<file path="src/rtl/id_regread.sv">
// id_regread: instruction-decode register read stage.
//   Holds the architectural register file, reads the rs/rt operands with a
//   writeback bypass, detects load-use hazards and loads the ID/EX register.
// Ports:
//   Clk, Rst_n                 clock, asynchronous active-low reset
//   IF_Instr, IF_Valid         instruction in IF/ID and its valid bit
//   Ctrl_MemRead               main-control "is a load" decode of IF_Instr
//   Flush                      discard the instruction currently in decode
//   WB_RegWrite/WriteReg/Data  writeback port into the register file
//   Stall                      combinational hold request for PC and IF/ID
//   EX_*                       registered ID/EX pipeline register contents
module id_regread #(
   parameter int DATA_WIDTH = 32,
   parameter int ADDR_WIDTH = 5
) (
   input  logic                  Clk,
   input  logic                  Rst_n,
   input  logic [31:0]           IF_Instr,
   input  logic                  IF_Valid,
   input  logic                  Ctrl_MemRead,
   input  logic                  Flush,
   input  logic                  WB_RegWrite,
   input  logic [ADDR_WIDTH-1:0] WB_WriteReg,
   input  logic [DATA_WIDTH-1:0] WB_WriteData,
   output logic                  Stall,
   output logic                  EX_Valid,
   output logic                  EX_MemRead,
   output logic [DATA_WIDTH-1:0] EX_ReadData1,
   output logic [DATA_WIDTH-1:0] EX_ReadData2,
   output logic [ADDR_WIDTH-1:0] EX_Rs,
   output logic [ADDR_WIDTH-1:0] EX_Rt,
   output logic [ADDR_WIDTH-1:0] EX_Rd,
   output logic [DATA_WIDTH-1:0] EX_Imm
);

   localparam int NREG = 1 << ADDR_WIDTH;

   logic [DATA_WIDTH-1:0] regs [NREG];

   logic [ADDR_WIDTH-1:0] rs, rt, rd;
   logic [DATA_WIDTH-1:0] rd1, rd2, imm;
   logic                  wr_en;
   logic                  bubble;
   logic                  unused_opcode;

   // opcode is decoded by main control outside this block
   assign unused_opcode = &{1'b0, IF_Instr[31:26]};

   assign rs  = ADDR_WIDTH'(IF_Instr[25:21]);
   assign rt  = ADDR_WIDTH'(IF_Instr[20:16]);
   assign rd  = ADDR_WIDTH'(IF_Instr[15:11]);
   assign imm = {{(DATA_WIDTH-16){IF_Instr[15]}}, IF_Instr[15:0]};

   // writes to r0 never take effect, so they never bypass either
   assign wr_en = WB_RegWrite && (WB_WriteReg != '0);

   // r0 is forced to zero on read; bypass covers write-then-read in one cycle
   always_comb begin
      rd1 = regs[rs];
      if (rs == '0)
         rd1 = '0;
      else if (wr_en && (WB_WriteReg == rs))
         rd1 = WB_WriteData;

      rd2 = regs[rt];
      if (rt == '0)
         rd2 = '0;
      else if (wr_en && (WB_WriteReg == rt))
         rd2 = WB_WriteData;
   end

   // load-use: the load in EX cannot forward in time, so hold decode one cycle.
   // The bubble inserted below clears EX_Valid, so a stall never repeats.
   assign Stall = !Flush && IF_Valid && EX_Valid && EX_MemRead &&
                  (EX_Rt != '0) && ((EX_Rt == rs) || (EX_Rt == rt));

   assign bubble = Flush || Stall || !IF_Valid;

   // register file
   always_ff @(posedge Clk or negedge Rst_n) begin
      if (!Rst_n) begin
         for (int i = 0; i < NREG; i++)
            regs[i] <= '0;
      end else if (wr_en) begin
         regs[WB_WriteReg] <= WB_WriteData;
      end
   end

   // ID/EX pipeline register, updated every cycle
   always_ff @(posedge Clk or negedge Rst_n) begin
      if (!Rst_n) begin
         EX_Valid     <= 1'b0;
         EX_MemRead   <= 1'b0;
         EX_ReadData1 <= '0;
         EX_ReadData2 <= '0;
         EX_Rs        <= '0;
         EX_Rt        <= '0;
         EX_Rd        <= '0;
         EX_Imm       <= '0;
      end else if (bubble) begin
         EX_Valid     <= 1'b0;
         EX_MemRead   <= 1'b0;
         EX_ReadData1 <= '0;
         EX_ReadData2 <= '0;
         EX_Rs        <= '0;
         EX_Rt        <= '0;
         EX_Rd        <= '0;
         EX_Imm       <= '0;
      end else begin
         EX_Valid     <= 1'b1;
         EX_MemRead   <= Ctrl_MemRead;
         EX_ReadData1 <= rd1;
         EX_ReadData2 <= rd2;
         EX_Rs        <= rs;
         EX_Rt        <= rt;
         EX_Rd        <= rd;
         EX_Imm       <= imm;
      end
   end

endmodule
</file>
<file path="config.mk">
export PLATFORM = sky130hd
export DESIGN_NAME = id_regread
export DESIGN_NICKNAME = d
export VERILOG_FILES = /design/src/rtl/id_regread.sv
export SDC_FILE = /design/constraint.sdc
export NUM_CORES = 2
export LEC_CHECK = 0
export ABC_CLOCK_PERIOD_IN_PS = 4300
export BUFFER_PORTS_ARGS = -buffer_cell sky130_fd_sc_hd__buf_4
export CAP_MARGIN = 20
export CORE_MARGIN = 4
export CORE_UTILIZATION = 50
export DETAILED_ROUTE_END_ITERATION = 10
export PLACE_DENSITY_LB_ADDON = 0.25
export SYNTH_ARGS = -nofsm -noshare
export SYNTH_HDL_FRONTEND = slang
export SYNTH_SLANG_ARGS = --single-unit
</file>
<file path="constraint.sdc">
create_clock -name Clk -period 4.3 [get_ports Clk]
set_input_delay 0.215 -clock Clk [delete_from_list [all_inputs] [get_ports Clk]]
set_output_delay 0.215 -clock Clk [all_outputs]
set_load 0.01 [all_outputs]
</file>
==> results.cfg <==
[outcome]
status = finished, final reports clean

[worst_setup_path]
required_ps = 4840
reg2reg_to = EX_ReadData1[19]
worstPathMaxFanout = 36
endpoint = EX_ReadData1[19]
r2r_cells = 5
cp-end-kind = flop
worstSetupStartpointType = flop
crit_start = EX_Rt[3]
path_class = reg2reg
r2r_slack_ps = 1670
reg2reg_from = EX_Rt[3]
critPathArrivalTime_ps = 3170

[global_route]
grt_use_total = 0.294
first_global_vias = 37627
antenna_found_initial = 7
grt_overflow = 0
grt_max_degree = 114
grt_pass1_wl_um = 262000

[die]
initial_core_util = 0.506
core-area_um2 = 115000
std_cell_rows = 124
die_y_um = 348
io_pins = 189
die_x_um = 348
die_area_um2 = 121000

[yosys]
synthTopCellsByArea = dfrtp_1 (48%), mux2_2 (20%), mux4_2 (19%), mux2i_1 (3.6%), clkbuf_1 (1.5%)
synth_cell_types = 40
synth.top_cell.area_share = 0.482
synth_seq_cells = 1116
synthCells = 3835
ys.flop_type = dfrtp_1
synth_edf_count = 0
yosysTopAreaCell = dfrtp_1
avgSynthCellArea_um2 = 15.1
syn_area_um2 = 58000
synth_nets = 3910
async_reset_ff_frac = 1.00
ys_seq_area_frac = 0.482
yosysWarningCount = 0

[clock_tree]
cts_buffers = 118
cts_root_buffer = clkbuf_16
insertion_delay_ps = 720
cts.reportedPaths.clkPinSlew_ps = 60
cts_setup_buffers = 0
clockBufferDepth = 3
cts_tree = yes
htree_num_levels = 3
cts.sinks = 1116

[finish]
seq_area_um2 = 27900
area.growth.synth_to_final_pct = 13.3
fillers = 8967
num-nets-final = 3954
final_util = 0.573
multi_input_area_um2 = 28000
finalNonFillerCells = 5500
layout-drive-gt1-share = 0.531

[route]
dr_total_vias = 36804
routed_wl_um = 178000
drc = 0
drt-vias-per-instance = 6.69
drt_first_pass_iters = 5
drt_iter0_drc = 3827
wl_per_cell_um = 32.4
ant_nets = 0

[sta]
setup_violations = 0
relSlewSlack = 0.205
fin_crit_ps = 2630
timing.fmax_ghz = 0.380
skew_ps = 26.2
slew_viol_final = 0
post-route-period-util = 0.613
fin_ws_ps = 1670
tightest_slew_ps = 1190
fin_setup_tns_ps = 0
hold_violations = 0
rsz0062_at_grt = no

[placement]
place_inst = 5219
post-place-ws_ps = 1150
port_buffers = 182
dpl.hpwl_um = 108000
globalplace.congestion = 0.840

[min_path]
hp-class = in2reg

[power]
peakVddDrop_v = 0.000409
p_leak_uw = 0.0288
power.density_nw_per_um2 = 468

[job]
max_cap_violations = 0
## layout by cell type (no fill, tap or decap), types with 51 or more instances in the layout
master | synthesis | final
dlygate4sd3_1 | 0 | 51
mux4_2 | 499 | 499
mux2_2 | 1042 | 1042
o22ai_1 | 110 | 110
mux2i_1 | 210 | 210
nor2_1 | 104 | 88
clkbuf_16 | 0 | 122
nor4_1 | 55 | 54
buf_4 | 63 | 276
nor3_1 | 52 | 51
dfrtp_1 | 1116 | 1116
## cell usage after synthesis (10+ instances only)
cell / instances
o211ai_1: 11
buf_2: 99
buf_1: 54
mux2_2: 1042
nor2_1: 104
o21ai_0: 10
dfrtp_1: 1116
nor4_1: 55
mux2i_1: 210
clkbuf_1: 226
nand2_1: 47
nand3_1: 16
a221oi_1: 10
a211oi_1: 18
inv_1: 25
o22ai_1: 110
nor3_1: 52
mux4_2: 499
buf_4: 63
xor2_1: 20
## state kept, by name, summed over array words and instances, names as in the netlist
| signal | count |
|---|---|
| EX_MemRead | 1 |
| EX_Valid | 1 |
| EX_ReadData1 | 32 |
| EX_ReadData2 | 32 |
| EX_Imm | 16 |
| regs | 1024 |
| EX_Rt | 5 |
| EX_Rs | 5 |
## how the worst min path moves through the flow
stage,end,startpoint,depth (start not counted)
6_report,EX_ReadData1[20],Flush,4
4_1_cts,EX_ReadData1[20],Flush,4
2_1_floorplan,EX_Imm[0],Rst_n,0
3_3_place_gp,regs[576],Rst_n,1
3_5_place_dp,regs[512],Rst_n,1
5_1_grt,EX_ReadData1[20],Flush,4
## stage by stage
step / total power, uW / hold slack (ps) / area, um^2
4_1_cts: 30800 / 7.00 / 65700
3_3_place_gp: 19500 / 376 / 60900
6_report: 30700 / 54.5 / 65700
2_1_floorplan: 17900 / -80.6 / 58000
5_1_grt: 31900 / 52.8 / 65700
3_5_place_dp: 19800 / 377 / 60900
## critical path: stages, from the launching register on
cell and delay (ps):
dfrtp_1 490, or4_1 510, nor2_1 220, o31ai_4 260, buf_12 270, nor4_1 670
## per-layer routing
layer  part of all wire  vias up  track usage  routed length, um
met4              0.033       12       0.0880               5810
li1                   -    14770            -                  -
met1               0.43    20008        0.425              76200
met5            0.00047        -      0.00235                 84
met2               0.45     1647        0.446              80700
met3              0.087      367       0.0729              15500
## layout make-up
class                           instances  area share
Inverter                               28     0.00179
Clock inverter                         44     0.00924
Tap cell                             1512      0.0288
Timing Repair Buffer                  373      0.0528
Clock buffer                          181      0.0552
Sequential cell                      1116       0.425
Multi-Input combinational cell       2242       0.427
Antenna cell                            4    0.000152
## cell families (layout without fill, tap and decap cells)
| family | count (synthesis) | count (layout) | share of synthesized area |
|---|---|---|---|
| AND/OR/NAND/NOR | 297 | 297 | 0.0245 |
| buffers and inverters | 477 | 626 | 0.0380 |
| AO/OA/AOI/OAI | 174 | 174 | 0.0201 |
| multiplexers | 1751 | 1751 | 0.433 |
| XOR/XNOR | 20 | 20 | 0.00302 |
| flip-flops | 1116 | 1116 | 0.482 |
| other | 0 | 4 | 0 |
## power by group
group          internal (uW)  total, uW  switching, uW
combinational           3610       5970           2350
sequential             12400      13700           1350
clock                   6630      11000           4410
## repair_timing
action,4_1_cts,5_1_grt
setup endpoints to repair,0,0
hold buffers,51,0
gates resized for setup,0,0
endpoints found under the hold margin,295,0
(Power assumes the default switching activity.)
